[config.mk]
export PLATFORM = sky130hd
export DESIGN_NAME = led_scanner
export DESIGN_NICKNAME = d
export VERILOG_FILES = /design/src/rtl/led_scanner.sv
export SDC_FILE = /design/constraint.sdc
export NUM_CORES = 1
export LEC_CHECK = 0
export ABC_AREA = 1
export BUFFER_PORTS_ARGS = -buffer_cell sky130_fd_sc_hd__buf_2
export CAP_MARGIN = 10
export CORE_AREA = 5 5 67 81
export CTS_BUF_LIST = sky130_fd_sc_hd__clkbuf_8
export DETAILED_ROUTE_END_ITERATION = 12
export DIE_AREA = 0 0 72 86
export PLACE_DENSITY_LB_ADDON = 0.2
export SLEW_MARGIN = 20
export SYNTH_ARGS = -nofsm -noshare
export SYNTH_HDL_FRONTEND = slang
export SYNTH_SLANG_ARGS = --single-unit
export TNS_END_PERCENT = 1
[constraint.sdc]
create_clock -name clk -period 2.81 [get_ports clk]
set_input_delay 0.1405 -clock clk [delete_from_list [all_inputs] [get_ports clk]]
set_output_delay 0.1405 -clock clk [all_outputs]
set_load 0.02 [all_outputs]
[src/rtl/led_scanner.sv]
// led_scanner: Knight-Rider style LED eye. A free-running prescaler produces
// a tick every 2^K enabled cycles; each tick moves an EYE_LEN-wide lit window
// according to the selected mode (bounce, rotate left/right, hold).
module led_scanner #(
   parameter int WIDTH         = 8,
   parameter int PRESCALE_BITS = 18,
   parameter int EYE_LEN       = 1
) (
   input  logic                       clk,
   input  logic                       rst_n,
   input  logic                       enable,
   input  logic [1:0]                 mode,
   input  logic [2:0]                 speed,
   input  logic                       restart,
   output logic [WIDTH-1:0]           leds,
   output logic [$clog2(WIDTH)-1:0]   position,
   output logic                       direction,
   output logic                       step,
   output logic                       bounce
);

   typedef enum logic [1:0] {
      MODE_BOUNCE       = 2'b00,
      MODE_ROTATE_LEFT  = 2'b01,
      MODE_ROTATE_RIGHT = 2'b10,
      MODE_HOLD         = 2'b11
   } mode_e;

   localparam int POS_W = $clog2(WIDTH);
   localparam int MAX_BASE_INT = WIDTH - EYE_LEN;
   localparam logic [POS_W-1:0] MAX_BASE = POS_W'(WIDTH - EYE_LEN);
   localparam logic [POS_W-1:0] LAST_POS = POS_W'(WIDTH - 1);
   localparam logic [WIDTH-1:0] RESET_LEDS = {{(WIDTH-EYE_LEN){1'b0}}, {EYE_LEN{1'b1}}};

   logic [PRESCALE_BITS-1:0] cnt_q, cnt_d;
   logic [PRESCALE_BITS-1:0] tick_mask;
   logic [POS_W-1:0]         position_q, position_d;
   logic                     direction_q, direction_d;
   logic [WIDTH-1:0]         leds_q, leds_d;
   logic                     step_q, step_d;
   logic                     bounce_q, bounce_d;
   logic                     tick;
   int                       k;

   // Lit window starting at base, wrapping around the top of the LED bar.
   function automatic logic [WIDTH-1:0] eye_at(input logic [POS_W-1:0] base);
      logic [WIDTH-1:0] pattern;
      int offset;
      pattern = '0;
      for (int i = 0; i < WIDTH; i++) begin
         offset = i - int'(base);
         if (offset < 0) offset = offset + WIDTH;
         pattern[i] = (offset < EYE_LEN);
      end
      return pattern;
   endfunction

   // Prescaler: tick when the low K bits are all ones; restart clears it.
   always_comb begin
      k = PRESCALE_BITS - int'(speed);
      if (k < 1) k = 1;
      tick_mask = '0;
      for (int i = 0; i < PRESCALE_BITS; i++) begin
         tick_mask[i] = (i < k);
      end
      tick  = enable && !restart && ((cnt_q & tick_mask) == tick_mask);
      cnt_d = cnt_q;
      if (restart) begin
         cnt_d = '0;
      end else if (enable) begin
         cnt_d = cnt_q + PRESCALE_BITS'(1);
      end
   end

   // Eye movement on each tick, selected by mode; restart reloads the start pattern.
   always_comb begin
      position_d  = position_q;
      direction_d = direction_q;
      bounce_d    = 1'b0;
      step_d      = tick;
      if (restart) begin
         position_d  = '0;
         direction_d = 1'b0;
      end else if (tick) begin
         case (mode_e'(mode))
            MODE_BOUNCE: begin
               if (int'(position_q) > MAX_BASE_INT) begin
                  position_d  = MAX_BASE;
                  direction_d = 1'b1;
                  bounce_d    = 1'b1;
               end else if (!direction_q) begin
                  if (position_q == MAX_BASE) begin
                     direction_d = 1'b1;
                     bounce_d    = 1'b1;
                  end else begin
                     position_d = position_q + POS_W'(1);
                  end
               end else begin
                  if (position_q == '0) begin
                     direction_d = 1'b0;
                     bounce_d    = 1'b1;
                  end else begin
                     position_d = position_q - POS_W'(1);
                  end
               end
            end
            MODE_ROTATE_LEFT: begin
               position_d  = (position_q == LAST_POS) ? '0 : position_q + POS_W'(1);
               direction_d = 1'b0;
            end
            MODE_ROTATE_RIGHT: begin
               position_d  = (position_q == '0) ? LAST_POS : position_q - POS_W'(1);
               direction_d = 1'b1;
            end
            default: begin
            end
         endcase
      end
      leds_d = eye_at(position_d);
   end

   // State registers; reset returns the eye to the LSB end moving left.
   always_ff @(posedge clk or negedge rst_n) begin
      if (!rst_n) begin
         cnt_q       <= '0;
         position_q  <= '0;
         direction_q <= 1'b0;
         leds_q      <= RESET_LEDS;
         step_q      <= 1'b0;
         bounce_q    <= 1'b0;
      end else begin
         cnt_q       <= cnt_d;
         position_q  <= position_d;
         direction_q <= direction_d;
         leds_q      <= leds_d;
         step_q      <= step_d;
         bounce_q    <= bounce_d;
      end
   end

   assign leds      = leds_q;
   assign position  = position_q;
   assign direction = direction_q;
   assign step      = step_q;
   assign bounce    = bounce_q;

endmodule

==> metrics.md <==
| Metric | Value |
|---|---|
| Outcome | finished, final reports clean |
| Vias in the first global route | around 2k |
| Final routed DRC violation total | 0 |
| First-pass GRT wire length | 8470 um |
| H-tree level count | 2 |
| Critical path capture point type | flip-flop |
| Fmax achieved | slightly below 400 MHz |
| Final Cell Area | 0.00257 sq mm |
| Final Hold Fails | 0 |
| Critical path type | reg2reg |
| Post-synth ARST share | 100% |
| Worst reg2reg path depth | 17 |
| Initial antenna violation count | 0 |
| Nets@finish | 375 |
| First-pass iteration count of the detailed router | 4 |
| P&R area growth vs syn | 13.5% |
| Routed len/inst | approximately 12 um |
| CTS max path bufs | 2 |
| Final setup fails | 0 |
| Top-area cell type share of the netlist area | approximately a third |
| Clk_lat worst skew | 0.28 ns |
| Die width | 72 um |
| Slowest-stage cell, CP | dfrtp_1 |
| Yosys cell types | 29 |
| Pin count of the biggest net entering global routing | 33 |
| # clock sinks | 32 |
| Max-cap violations | 0 |
| Dominant cell type by area after synthesis | dfrtp_1 |
| Worst Path Max Fanout | 4 |
| CP Depth | 17 |
| Cell count after synthesis | between 300 and 400 |
| Height of the die | approximately 86 um |
| Hold Path Depth | 4 |
| Post-Route WL | 4920 um |
| DRT iter0 DRCs | 187 |
| Max-Slew Margin vs Limit | 52.3% |
| IO buf count | 22 |
| Routability cong. | 0.928 |
| Max IR drop VDD | between 0.2 and 0.25 mV |
| Synth Register Bits | 32 |
| TritonCTS clock tree | built |
| Post-Syn Area | around 0.0023 sq mm |
| # diodes | 0 |
| CP top delay family | adder cells |
| Most numerous cell in the Yosys netlist | nand2_1 |
| Top_reg_cell synth | dfrtp_1 |
| Top cells by area, synth | dfrtp_1, ha_1, nand2_1 |
| Number of warnings issued by yosys | 0 |
| Synthesized Nets | 346 |
| Syn Area/Cell | 7.25 sq um |
| Total congestion overflow | 0 |
| Final slew viol count | 0 |
| Area after DPL | 0.00243 sq mm |
| Crit-path most repeated cell | nand2_1 |
| Layout cell share with drive strength beyond 1 | 15.8% |
| Synth cell count leaders | nand2_1, inv_1, dfrtp_1, ha_1 |
| CP max stage delay | 0.42 ns |
| Post-DP HPWL | 3800 um |
| Worst hold path type | in2reg |
| Num rows | 27 |
| CP Cell Sequence | ha_2 > ha_2 > inv_1 > ha_1 > nand2_1 > o21ai_0 > o21ai_0 > nand2_1 > nand2_1 > nand3_1 > nand2_1 > nand2_1 > inv_2 > ha_1 > ha_1 > nand2_1 > inv_1 |
| Post-DRT Antenna Nets | 0 |
| EDFF count, synth | 0 |
| Worst-margin pin slew | around 0.72 ns |
| Worst path buffer plus inverter count | 3 |
| Starting density of the core | around half |
| Die area | 0.00619 sq mm |
| Num CTS Buffers | 5 |
| Arr. time, crit path | between 2 and 3 ns |
| Required @ worst endpoint | approximately 3 ns |
| Worst setup SP type | flip-flop |
| Post-synthesis sequential area ratio | 35.5% |
| DR vias/cell | about 5 |
| Core Region | approximately 0.0045 sq mm |
| Setup repair after global routing missed its margin | false |
| Final worst-path cycle share | 91.0% |
| FILL cells | 454 |
| Clock root buffer | clkbuf_8 |
| LEAKAGE | 1.37 nW |
| Final Critical Period | 2.56 ns |
| Power per cell area | roughly 390 mW/mm^2 |
| Final setup TNS | 0 ns |
| Total GRT Usage | between 10% and 20% |
| Io pins | 23 |
| Clock skew | 0.0116 ns |
| CTS clk-pin slew, worst paths | 0.07 ns |
| Via count | around 2k |
[what timing repair did]
item / 4_1_cts / 5_1_grt
hold buffers: 1 / 0
gates resized for setup: 0 / 4
hold endpoints to repair: 31 / 0
setup endpoints to repair: 0 / 2
setup buffers: 0 / 2
[registers in the layout, indices dropped and copies added, names as in the netlist]
name / flops
bounce: 1
cnt_q: 18
direction: 1
leds: 8
position: 3
step: 1
[routing by layer]
metal / wire length, um / global-route usage, % / up-vias
li1: - / - / 1048
met1: 2110 / 19.7 / 908
met2: 2560 / 30.6 / 42
met3: 177 / 3.28 / 6
met4: 70 / 6.32 / 0
met5: 0 / 0 / -
[worst register-to-register path: stages, from the launching register on]
cell and delay, ns:
dfrtp_1 0.42, ha_2 0.21, ha_2 0.22, inv_1 0.07
ha_1 0.26, nand2_1 0.06, o21ai_0 0.06, o21ai_0 0.16
nand2_1 0.08, nand2_1 0.06, nand3_1 0.08, nand2_1 0.07
nand2_1 0.09, inv_2 0.09, ha_1 0.18, ha_1 0.25
nand2_1 0.06, inv_1 0.03
[final timing paths]
path / from / to / slack [ns]
hold reg to reg: cnt_q[17] / cnt_q[17] / 0.60
min in group asynchronous: rst_n / cnt_q[6] / 0.44
hold / removal: restart / cnt_q[11] / 0.14
setup / recovery: position[1] / leds[2] / 0.25
max in group asynchronous: rst_n / position[0] / 1.86
setup reg to reg: position[1] / leds[2] / 0.25
[cells by family after synthesis]
group | Yosys count | synth area share, %
buf+inv | 63 | 10.9
compound gates | 37 | 8.52
fa+ha+maj | 25 | 13.8
flops | 32 | 35.5
simple gates | 154 | 30.9
xor+xnor | 1 | 0.387
[metrics by stage]
step	hold slack [ns]	instances	power [mW]	utilization (%)	worst slack, ns
floorplan	-0.155	312	0.539	-	0.352
global placement	0.236	389	0.570	53.6	0.0780
detailed placement	0.243	389	0.571	53.6	0.136
CTS	0.134	398	1.00	56.2	0.125
global route	0.164	400	1.04	56.7	0.0320
finish	0.138	400	0.993	56.7	0.252
[power breakdown]
group	internal [mW]	leakage, nW	switching, mW	total [mW]
clock	0.259	0.0593	0.170	0.429
sequential	0.463	0.441	0.00320	0.466
combinational	0.0321	0.867	0.0649	0.0970
total	0.755	1.37	0.238	0.993
[cell usage in the layout, fill, tap and decap left out, drive strengths merged]
cell         instances
bufinv               1
buf                 25
a21oi               14
o211ai               1
o21ai               20
dlygate4sd3          1
nand4               11
or2                  1
dfrtp               31
nand2               82
clkinv               2
clkbuf               5
nor3                 6
nor2                26
dfstp                1
nor4                 1
a31oi                1
ha                  25
nand3               26
o221ai               1
inv                 59
xnor2                1
and3                 1
[layout make-up]
class                      count  area (sq um)  area share [%]
clock buffer                   5          68.8            2.68
sequential                    32           803            31.3
inverter                      59           223            8.67
multi-input combinational    217          1220            47.5
tap                           58          72.6            2.83
timing repair buffer          26           143            5.56
clock inverter                 3          38.8            1.51
No activity file was read; power rests on OpenSTA's default activity.
